==> config.mk <==
export PLATFORM = sky130hd
export DESIGN_NAME = taj_ring_controller
export DESIGN_NICKNAME = d
export VERILOG_FILES = /design/src/rtl/taj_pkg.sv /design/src/rtl/taj_edge_det.sv /design/src/rtl/taj_ring_controller.sv
export SDC_FILE = /design/constraint.sdc
export NUM_CORES = 1
export LEC_CHECK = 0
export ABC_AREA = 1
export BUFFER_PORTS_ARGS = -buffer_cell sky130_fd_sc_hd__buf_2
export CAP_MARGIN = 0
export CELL_PAD_IN_SITES_DETAIL_PLACEMENT = 1
export CELL_PAD_IN_SITES_GLOBAL_PLACEMENT = 1
export CORE_ASPECT_RATIO = 0.6
export CORE_MARGIN = 3
export CORE_UTILIZATION = 44
export CTS_BUF_LIST = sky130_fd_sc_hd__clkbuf_2
export DETAILED_ROUTE_END_ITERATION = 7
export PLACE_DENSITY = 0.85
export SYNTH_ARGS = -nofsm -noshare
export SYNTH_HDL_FRONTEND = slang
export SYNTH_SLANG_ARGS = --single-unit
==> constraint.sdc <==
create_clock -name x -period 4.6 [get_ports x]
set_input_delay 0.92 -clock x [delete_from_list [all_inputs] [get_ports x]]
set_output_delay 0.92 -clock x [all_outputs]
set_load 0.01 [all_outputs]
==> src/rtl/taj_pkg.sv <==
// taj_pkg: FSM states, ring index helpers and the ring size bound for the TAJ ring controller.
package taj_pkg;
  localparam int TAJ_MAX_LEN = 16;
  typedef enum logic [2:0] {IDLE, CLEAR, PRIME_G, PRIME_P, ADV_G, ADV_P, DWELL_S, HALT} taj_state_t;
  function automatic logic [TAJ_MAX_LEN-1:0] onehot(input logic [3:0] idx);
    return TAJ_MAX_LEN'(1) << idx;
  endfunction
  function automatic logic [3:0] next_idx(input logic [3:0] idx, input int len);
    return (32'(idx) == len - 1) ? 4'd0 : idx + 4'd1;
  endfunction
endpackage

==> src/rtl/taj_edge_det.sv <==
// taj_edge_det: registered rising-edge detector for a level input.
module taj_edge_det (
  input  logic clk,
  input  logic rst,
  input  logic i_d,
  output logic o_rise
);
  logic r_q;
  always_ff @(posedge clk or posedge rst)
    if (rst) r_q <= 1'b0;
    else r_q <= i_d;
  assign o_rise = i_d & ~r_q;
endmodule

==> src/rtl/taj_ring_controller.sv <==
// taj_ring_controller: clears, primes and advances a ring of SMS_CARD_TAJ trigger cards.
// Define TAJ_RING_CHECK_EN to verify trig_b after every set pulse and halt on a ring fault.
module taj_ring_controller
  import taj_pkg::*;
#(
  parameter int RING_LEN = 10,
  parameter int PULSE_W  = 2,
  parameter int DWELL    = 3
) (
  input  logic                x,
  input  logic                reset,
  input  logic                start,
  input  logic                stop,
  input  logic                step_mode,
  input  logic                step,
  input  logic [RING_LEN-1:0] trig_b,
  output logic [RING_LEN-1:0] gate_l,
  output logic [RING_LEN-1:0] ac_set_l,
  output logic [RING_LEN-1:0] gate_r,
  output logic [RING_LEN-1:0] ac_set_r,
  output logic                rst_r_n,
  output logic [3:0]          pos,
  output logic                running,
  output logic                wrap,
  output logic                err
);
  localparam logic [3:0] PW_LAST = 4'(PULSE_W - 1);
  localparam logic [3:0] DW_CNT  = 4'(DWELL);
  taj_state_t          r_state;
  logic [3:0]          r_pos, r_cnt;
  logic [RING_LEN-1:0] r_gate_l, r_set_l, r_gate_r, r_set_r;
  logic                r_rst_r_n, r_wrap, r_chk, r_stop_req;
  logic                w_start_edge, w_step_edge, w_last, w_stop_now;
  logic [3:0]          w_nxt, w_nxt2;
  logic [RING_LEN-1:0] w_oh_pos, w_oh_nxt, w_oh_nxt2, w_oh_zero;
  taj_edge_det u_start_det (.clk(x), .rst(reset), .i_d(start), .o_rise(w_start_edge));
  taj_edge_det u_step_det  (.clk(x), .rst(reset), .i_d(step),  .o_rise(w_step_edge));
  assign w_nxt      = next_idx(r_pos, RING_LEN);
  assign w_nxt2     = next_idx(w_nxt, RING_LEN);
  assign w_oh_pos   = RING_LEN'(onehot(r_pos));
  assign w_oh_nxt   = RING_LEN'(onehot(w_nxt));
  assign w_oh_nxt2  = RING_LEN'(onehot(w_nxt2));
  assign w_oh_zero  = RING_LEN'(1);
  assign w_last     = 32'(r_pos) == RING_LEN - 1;
  assign w_stop_now = stop | r_stop_req;
  assign gate_l   = r_gate_l;
  assign ac_set_l = r_set_l;
  assign gate_r   = r_gate_r;
  assign ac_set_r = r_set_r;
  assign rst_r_n  = r_rst_r_n;
  assign pos      = r_pos;
  assign wrap     = r_wrap;
  assign running  = (r_state != IDLE) && (r_state != HALT);
`ifdef TAJ_RING_CHECK_EN
  logic r_err;
  assign err = r_err;
`else
  logic w_unused;
  assign w_unused = ^{trig_b, r_chk};
  assign err = 1'b0;
`endif
  // Gates and sets are registered alongside the state so each one is glitch-free at the card.
  always_ff @(posedge x or posedge reset)
    if (reset) begin
      r_state    <= IDLE;
      r_pos      <= '0;
      r_cnt      <= '0;
      r_gate_l   <= '0;
      r_set_l    <= '0;
      r_gate_r   <= '0;
      r_set_r    <= '0;
      r_rst_r_n  <= 1'b1;
      r_wrap     <= 1'b0;
      r_chk      <= 1'b0;
      r_stop_req <= 1'b0;
`ifdef TAJ_RING_CHECK_EN
      r_err      <= 1'b0;
`endif
    end else begin
      r_rst_r_n <= 1'b1;
      r_wrap    <= 1'b0;
      r_chk     <= 1'b0;
      case (r_state)
        IDLE, HALT:
          if (w_start_edge && (r_state == HALT || !stop)) begin
            r_state   <= CLEAR;
            r_rst_r_n <= 1'b0;
            r_pos     <= '0;
`ifdef TAJ_RING_CHECK_EN
            r_err     <= 1'b0;
`endif
          end
        CLEAR: begin
          r_state  <= PRIME_G;
          r_gate_r <= w_oh_zero;
        end
        PRIME_G: begin
          r_state <= PRIME_P;
          r_set_r <= r_gate_r;
          r_cnt   <= '0;
        end
        PRIME_P:
          if (r_cnt == PW_LAST) begin
            r_set_r <= '0;
            r_chk   <= 1'b1;
            r_cnt   <= 4'd1;
            if (DWELL == 0 && !stop && !step_mode) begin
              r_state  <= ADV_G;
              r_gate_l <= w_oh_pos;
              r_gate_r <= w_oh_nxt;
            end else begin
              r_state  <= DWELL_S;
              r_gate_r <= '0;
            end
          end else r_cnt <= r_cnt + 4'd1;
        ADV_G: begin
          r_state    <= ADV_P;
          r_set_l    <= r_gate_l;
          r_set_r    <= r_gate_r;
          r_cnt      <= '0;
          r_stop_req <= stop;
        end
        ADV_P:
          if (r_cnt == PW_LAST) begin
            r_pos      <= w_nxt;
            r_wrap     <= w_last;
            r_chk      <= 1'b1;
            r_cnt      <= 4'd1;
            r_stop_req <= 1'b0;
            r_set_l    <= '0;
            r_set_r    <= '0;
            if (!w_stop_now && DWELL == 0 && !step_mode) begin
              r_state  <= ADV_G;
              r_gate_l <= w_oh_nxt;
              r_gate_r <= w_oh_nxt2;
            end else begin
              r_state  <= w_stop_now ? IDLE : DWELL_S;
              r_gate_l <= '0;
              r_gate_r <= '0;
            end
          end else begin
            r_cnt      <= r_cnt + 4'd1;
            r_stop_req <= w_stop_now;
          end
        DWELL_S:
          if (r_cnt < DW_CNT) r_cnt <= r_cnt + 4'd1;
          else if (stop) r_state <= IDLE;
          else if (!step_mode || w_step_edge) begin
            r_state  <= ADV_G;
            r_gate_l <= w_oh_pos;
            r_gate_r <= w_oh_nxt;
          end
      endcase
`ifdef TAJ_RING_CHECK_EN
      if (r_chk && trig_b != w_oh_pos) begin
        r_state    <= HALT;
        r_err      <= 1'b1;
        r_gate_l   <= '0;
        r_set_l    <= '0;
        r_gate_r   <= '0;
        r_set_r    <= '0;
        r_cnt      <= '0;
        r_stop_req <= 1'b0;
      end
`endif
    end
endmodule

==> results of run 1 <==
cells by family (layout without fill, tap and decap cells):
logic type      Yosys count  count (layout)  synth area share
xor+xnor                  2               2           0.00601
simple gates            244             244             0.380
fa+ha+maj                 4               4            0.0172
flops                    56              56             0.481
buf+inv                  46              91            0.0734
other cells               1               1           0.00129
compound gates           22              22            0.0412
Yosys cell counts (3+ instances only):
master,count
dfrtp_1,55
nand3_1,58
ha_1,4
nand4_1,13
nand2_2,9
nand2_1,118
inv_2,3
clkbuf_1,4
nor2_2,3
buf_4,4
o21ai_0,8
buf_2,6
nor2_1,37
inv_1,25
o21ai_1,9
per-stage QoR:
stage / total power [µW] / util / cells
5_1_grt: 1750 / 0.522 / 504
3_3_place_gp: 1330 / 0.510 / 496
4_1_cts: 1640 / 0.522 / 504
2_1_floorplan: 1200 / - / 375
3_5_place_dp: 1380 / 0.510 / 496
6_report: 1630 / 0.522 / 504
flip-flops by register name (all words and copies together) (netlist names):
signal           count
gate_l              10
wrap                 1
ac_set_l            10
rst_r_n              1
pos                  4
u_step_det.r_q       1
gate_r              10
ac_set_r            10
r_state              3
r_stop_req           1
u_start_det.r_q      1
r_cnt                4
area by class of cell:
class | count | area [µm²] | area share
Timing Repair Buffer | 53 | 268 | 0.0821
Sequential cell | 56 | 1400 | 0.430
Multi-Input combinational cell | 273 | 1300 | 0.398
Tap cell | 84 | 105 | 0.0322
Inverter | 30 | 116 | 0.0357
Clock buffer | 5 | 25.0 | 0.00767
Clock inverter | 3 | 46.3 | 0.0142
routing by layer:
layer / wire length, µm / global-route usage / vias to the layer above
met3: 393 / 0.0377 / 7
met4: 69 / 0.0391 / 0
met2: 3400 / 0.319 / 56
met1: 3940 / 0.316 / 1301
met5: 0 / 0 / -
li1: - / - / 1297
critical path, cell delays in order, from the launching register on:
cell and delay [ns]:
dfrtp_1 0.57, nor2_2 0.49, nand2_1 0.13, nand2_2 0.15
inv_1 0.05, buf_2 0.14
where the power goes:
part | internal, µW | total [µW] | switching, µW
combinational | 177 | 728 | 550
sequential | 552 | 640 | 88.1
clock | 93.6 | 262 | 168
total | 823 | 1630 | 807
worst paths after layout:
check / startpoint / endpoint / cells after the start
worst max-delay path: r_state[1]$_DFFE_PP0P_ / running / 5
worst min-delay path: u_start_det.r_q$_DFF_PP0_ / rst_r_n$_DFF_PP1_ / 2
worst max register to register: r_state[1]$_DFFE_PP0P_ / ac_set_r[7]$_DFFE_PP0P_ / 7
worst min register to register: u_start_det.r_q$_DFF_PP0_ / rst_r_n$_DFF_PP1_ / 2
max in group asynchronous: reset / r_state[2]$_DFFE_PP0P_ / 3
min in group asynchronous: reset / gate_r[5]$_DFFE_PP0P_ / 3
==> metrics.md, run 1 <==
| Metric | Value |
|---|---|
| Status | finished clean |
| Most frequent cells in the layout | 118 x nand2_1, 58 x nand3_1, 55 x dfrtp_1 |
| Leak | 0.00189 µW |
| Required time of the worst setup path | 3.68 ns |
| Final setup viols | 0 |
| DP Wirelength | 5830 µm |
| Setup TNS | 0 ns |
| I/O pin total | 64 |
| Share of cells above drive strength 1 | 0.210 |
| Antenna-violating nets left | 0 |
| Synth Register Bits | 56 |
| Worst Hold Slack | 0.528 ns |
| Cts repair resizes | 0 |
| Warnings from Yosys | 0 |
| Vias in the first global route | 2691 |
| Critical Path Fanout Max | 12 |
| Period utilization | 0.631 |
| CP Launch Type | flip-flop |
| Max Fclk | 344 MHz |
| Largest net degree at the start of global routing | 57 |
| Placer congestion estimate | 0.853 |
| CTS buffer count | 5 |
| Worst EP arrival | 1.98 ns |
| H-tree levels | 2 |
| R2r setup slk | 2.18 ns |
| Crit end category | output port |
| Post-Layout Inst Area | 3260 µm² |
| Placeable Area | 6250 µm² |
| Fill count | 830 |
| EDFF count, synth | 0 |
| DRC | 0 |
| Kind of critical path | flip-flop to output port |
| Antenna diode count | 0 |
| Fin. Hold Viols | 0 |
| Initial antenna violation count | 0 |
| Post-synthesis async set-or-reset flop share | 1.00 |
| Die X | 111 µm |
| Clock skew | 0.0171 ns |
| Worst-Skew Late Latency | 0.47 ns |
| RSZ-0062 raised after global routing | false |
| Vias per cell | 5.28 |
| Syn Area/Cell | 7.77 µm² |
| Clk slew on worst S/H paths | 0.28 ns |
| Leading area contributor after synthesis | dfrtp_1 |
| Drt first pass iters | 4 |
| Routed Wire Length | 7800 µm |
| NumNets Final | 439 |
| Peak VDD IR | 0.324 mV |
| Final Max Slew Viols | 0 |
| Die Area | 7670 µm² |
| Clock tree sinks | 56 |
| Global-route wire length before repair | 13300 µm |
| Max Cap Viol | 0 |
| Synth Flop Type | dfrtp_1 |
| Num rows | 22 |
| Syn Std Cell Area | 2910 µm² |
| Initial drt markers | 109 |
| Post-Syn Instances | 375 |
| Post-synth cell types | 29 |
| Clock buffer depth | 2 |
| Post-CTS Setup Bufs | 0 |
| Hold Buf Count CTS | 0 |
| Power Dens Cells | 500 nW/µm² |
| Input/output buffers | 52 |
| Tmin final | 2.90 ns |
| Clk root buf | clkbuf_2 |
| Net Count, Synth | 395 |
| Final WS setup | 1.70 ns |
| Synth-to-layout area growth | 11.9% |
| Overall Global Routing Usage | 0.209 |
| Proportion of synthesized chip area in sequential cells | 0.481 |
| Setup WS pre-CTS | 2.20 ns |
| Vias | 2661 |
| Post-DP Area | 3190 µm² |
| Routed len/inst | 15.5 µm |
| Synth area leaders | dfrtp_1 47%, nand2_1 15%, nand3_1 10% |
| Area share of the largest cell type after synthesis | 0.472 |
| Slew HR | 0.524 |
| GRT overflow | 0 |
| Initial Util | 0.466 |
| Die Y | 69.0 µm |
| Commonest non-fill, non-tap cell in the layout | nand2_1 |
| Worst-margin pin slew | 0.713 ns |
| CTS tree | built |
| Hold Crit Class | flip-flop to flip-flop |
(Power assumes the default switching activity.)
==> run 2, diff against run 1 <==
--- a/config.mk
+++ b/config.mk
@@ -12,10 +12,10 @@
 export CELL_PAD_IN_SITES_GLOBAL_PLACEMENT = 1
 export CORE_ASPECT_RATIO = 0.6
 export CORE_MARGIN = 3
-export CORE_UTILIZATION = 44
+export CORE_UTILIZATION = 41
 export CTS_BUF_LIST = sky130_fd_sc_hd__clkbuf_2
 export DETAILED_ROUTE_END_ITERATION = 7
-export PLACE_DENSITY = 0.85
+export PLACE_DENSITY = 0.8
 export SYNTH_ARGS = -nofsm -noshare
 export SYNTH_HDL_FRONTEND = slang
 export SYNTH_SLANG_ARGS = --single-unit
==> constraint.sdc (replaced) <==
create_clock -name x -period 2.8 [get_ports x]
set_input_delay 0.56 -clock x [delete_from_list [all_inputs] [get_ports x]]
set_output_delay 0.56 -clock x [all_outputs]
set_load 0.01 [all_outputs]
==> metrics.md, run 2 (same netlist as run 1, synthesis figures left out) <==
| Metric | Value |
|---|---|
| Status | finished clean |
| Overall Global Routing Usage | 0.215 |
| Leak | 0.00189 µW |
| Synth-to-layout area growth | 11.6% |
| Placeable Area | 6790 µm² |
| Worst EP arrival | 1.98 ns |
| H-tree levels | 2 |
| Commonest non-fill, non-tap cell in the layout | nand2_1 |
| Die Y | 71.3 µm |
| Input/output buffers | 52 |
| Fill count | 888 |
| Initial antenna violation count | 0 |
| Placer congestion estimate | 0.878 |
| Initial Util | 0.429 |
| Post-CTS Setup Bufs | 0 |
| Worst-Skew Late Latency | 0.47 ns |
| Fin. Hold Viols | 0 |
| Required time of the worst setup path | 2.24 ns |
| Slew HR | 0.534 |
| Critical Path Fanout Max | 12 |
| Tmin final | 2.54 ns |
| DRC | 0 |
| Antenna diode count | 0 |
| Worst Hold Slack | 0.0968 ns |
| CP Launch Type | flip-flop |
| Antenna-violating nets left | 0 |
| DP Wirelength | 6280 µm |
| Global-route wire length before repair | 13800 µm |
| Setup TNS | 0 ns |
| Num rows | 23 |
| I/O pin total | 64 |
| Clock skew | 0.0139 ns |
| Share of cells above drive strength 1 | 0.207 |
| Final setup viols | 0 |
| Hold Crit Class | input pin to asynchronous set/reset pin |
| Clk slew on worst S/H paths | 0.27 ns |
| Routed Wire Length | 8220 µm |
| Drt first pass iters | 4 |
| CTS tree | built |
| Max Cap Viol | 0 |
| Power Dens Cells | 792 nW/µm² |
| Clk root buf | clkbuf_2 |
| Routed len/inst | 16.2 µm |
| RSZ-0062 raised after global routing | false |
| Vias | 2664 |
| Kind of critical path | flip-flop to output port |
| Period utilization | 0.907 |
| Max Fclk | 394 MHz |
| Initial drt markers | 201 |
| Final core occ | 0.479 |
| Crit end category | output port |
| Clock tree sinks | 56 |
| Peak VDD IR | 0.359 mV |
| Hold Buf Count CTS | 0 |
| Worst-margin pin slew | 0.699 ns |
| Vias per cell | 5.25 |
| Largest net degree at the start of global routing | 31 |
| Cell total after placement | 500 |
| Die Area | 8190 µm² |
| Non-Filler Instances | 507 |
| Clock buffer depth | 2 |
| CTS buffer count | 5 |
| GRT overflow | 0 |
| Cts repair resizes | 0 |
| NumNets Final | 440 |
| Vias in the first global route | 2679 |
| Final Max Slew Viols | 0 |
| Die X | 115 µm |
| Most frequent cells in the layout | 118 x nand2_1, 58 x nand3_1, 55 x dfrtp_1 |
| Power Total | 2570 µW |
[run 2: cell count changes in the layout (fill, tap and decap cells not counted)]
cell        change
clkinvlp_4      -1
clkinv_4        +1
clkinv_1        +1
bufinv_16       -1
inv_6           -1
buf_12          +1
[run 2: per-layer routing]
layer,vias up,wire (µm),GRT usage
li1,1295,-,-
met4,0,93,0.0508
met2,60,3550,0.318
met3,9,421,0.0422
met1,1300,4160,0.326
met5,-,0,0
[run 2: cell type report]
class / count / area (µm²) / share of cell area
clock buffer: 5 / 25.0 / 0.00770
clock inverter: 2 / 12.5 / 0.00385
inverter: 30 / 116 / 0.0358
multi-input combinational: 273 / 1300 / 0.399
sequential: 56 / 1400 / 0.431
tap: 87 / 109 / 0.0335
timing repair buffer: 54 / 288 / 0.0885
[run 2: through the flow]
stage | instance area [µm²] | setup WS (ns)
after floorplan | 2910 | 0.870
after global placement | 3210 | 0.719
after detailed placement | 3210 | 0.648
after CTS | 3250 | 0.217
after global routing | 3250 | 0.0615
final | 3250 | 0.261
[run 2: critical path, stage by stage (launching register included)]
cell and delay [ns]:
dfrtp_1 0.57, nor2_2 0.48, nand2_1 0.13, nand2_2 0.15
inv_1 0.05, buf_2 0.13
[run 2: worst paths after layout]
kind	from	to	slack [ns]	cells after the start
worst min-delay path	reset	ac_set_l[0]$_DFFE_PP0P_	0.1	2
min in group x	start	u_start_det.r_q$_DFF_PP0_	0.18	1
worst max-delay path	r_state[1]$_DFFE_PP0P_	running	0.26	5
worst min register to register	u_start_det.r_q$_DFF_PP0_	rst_r_n$_DFF_PP1_	0.53	2
max in group asynchronous	reset	pos[0]$_DFFE_PP0P_	2.12	3
worst max register to register	r_state[2]$_DFFE_PP0P_	pos[1]$_DFFE_PP0P_	0.58	8
[run 2: power by group]
part / switching (µW) / internal, µW / total [µW]
clock: 257 / 56.1 / 313
sequential: 147 / 906 / 1050
combinational: 908 / 301 / 1210
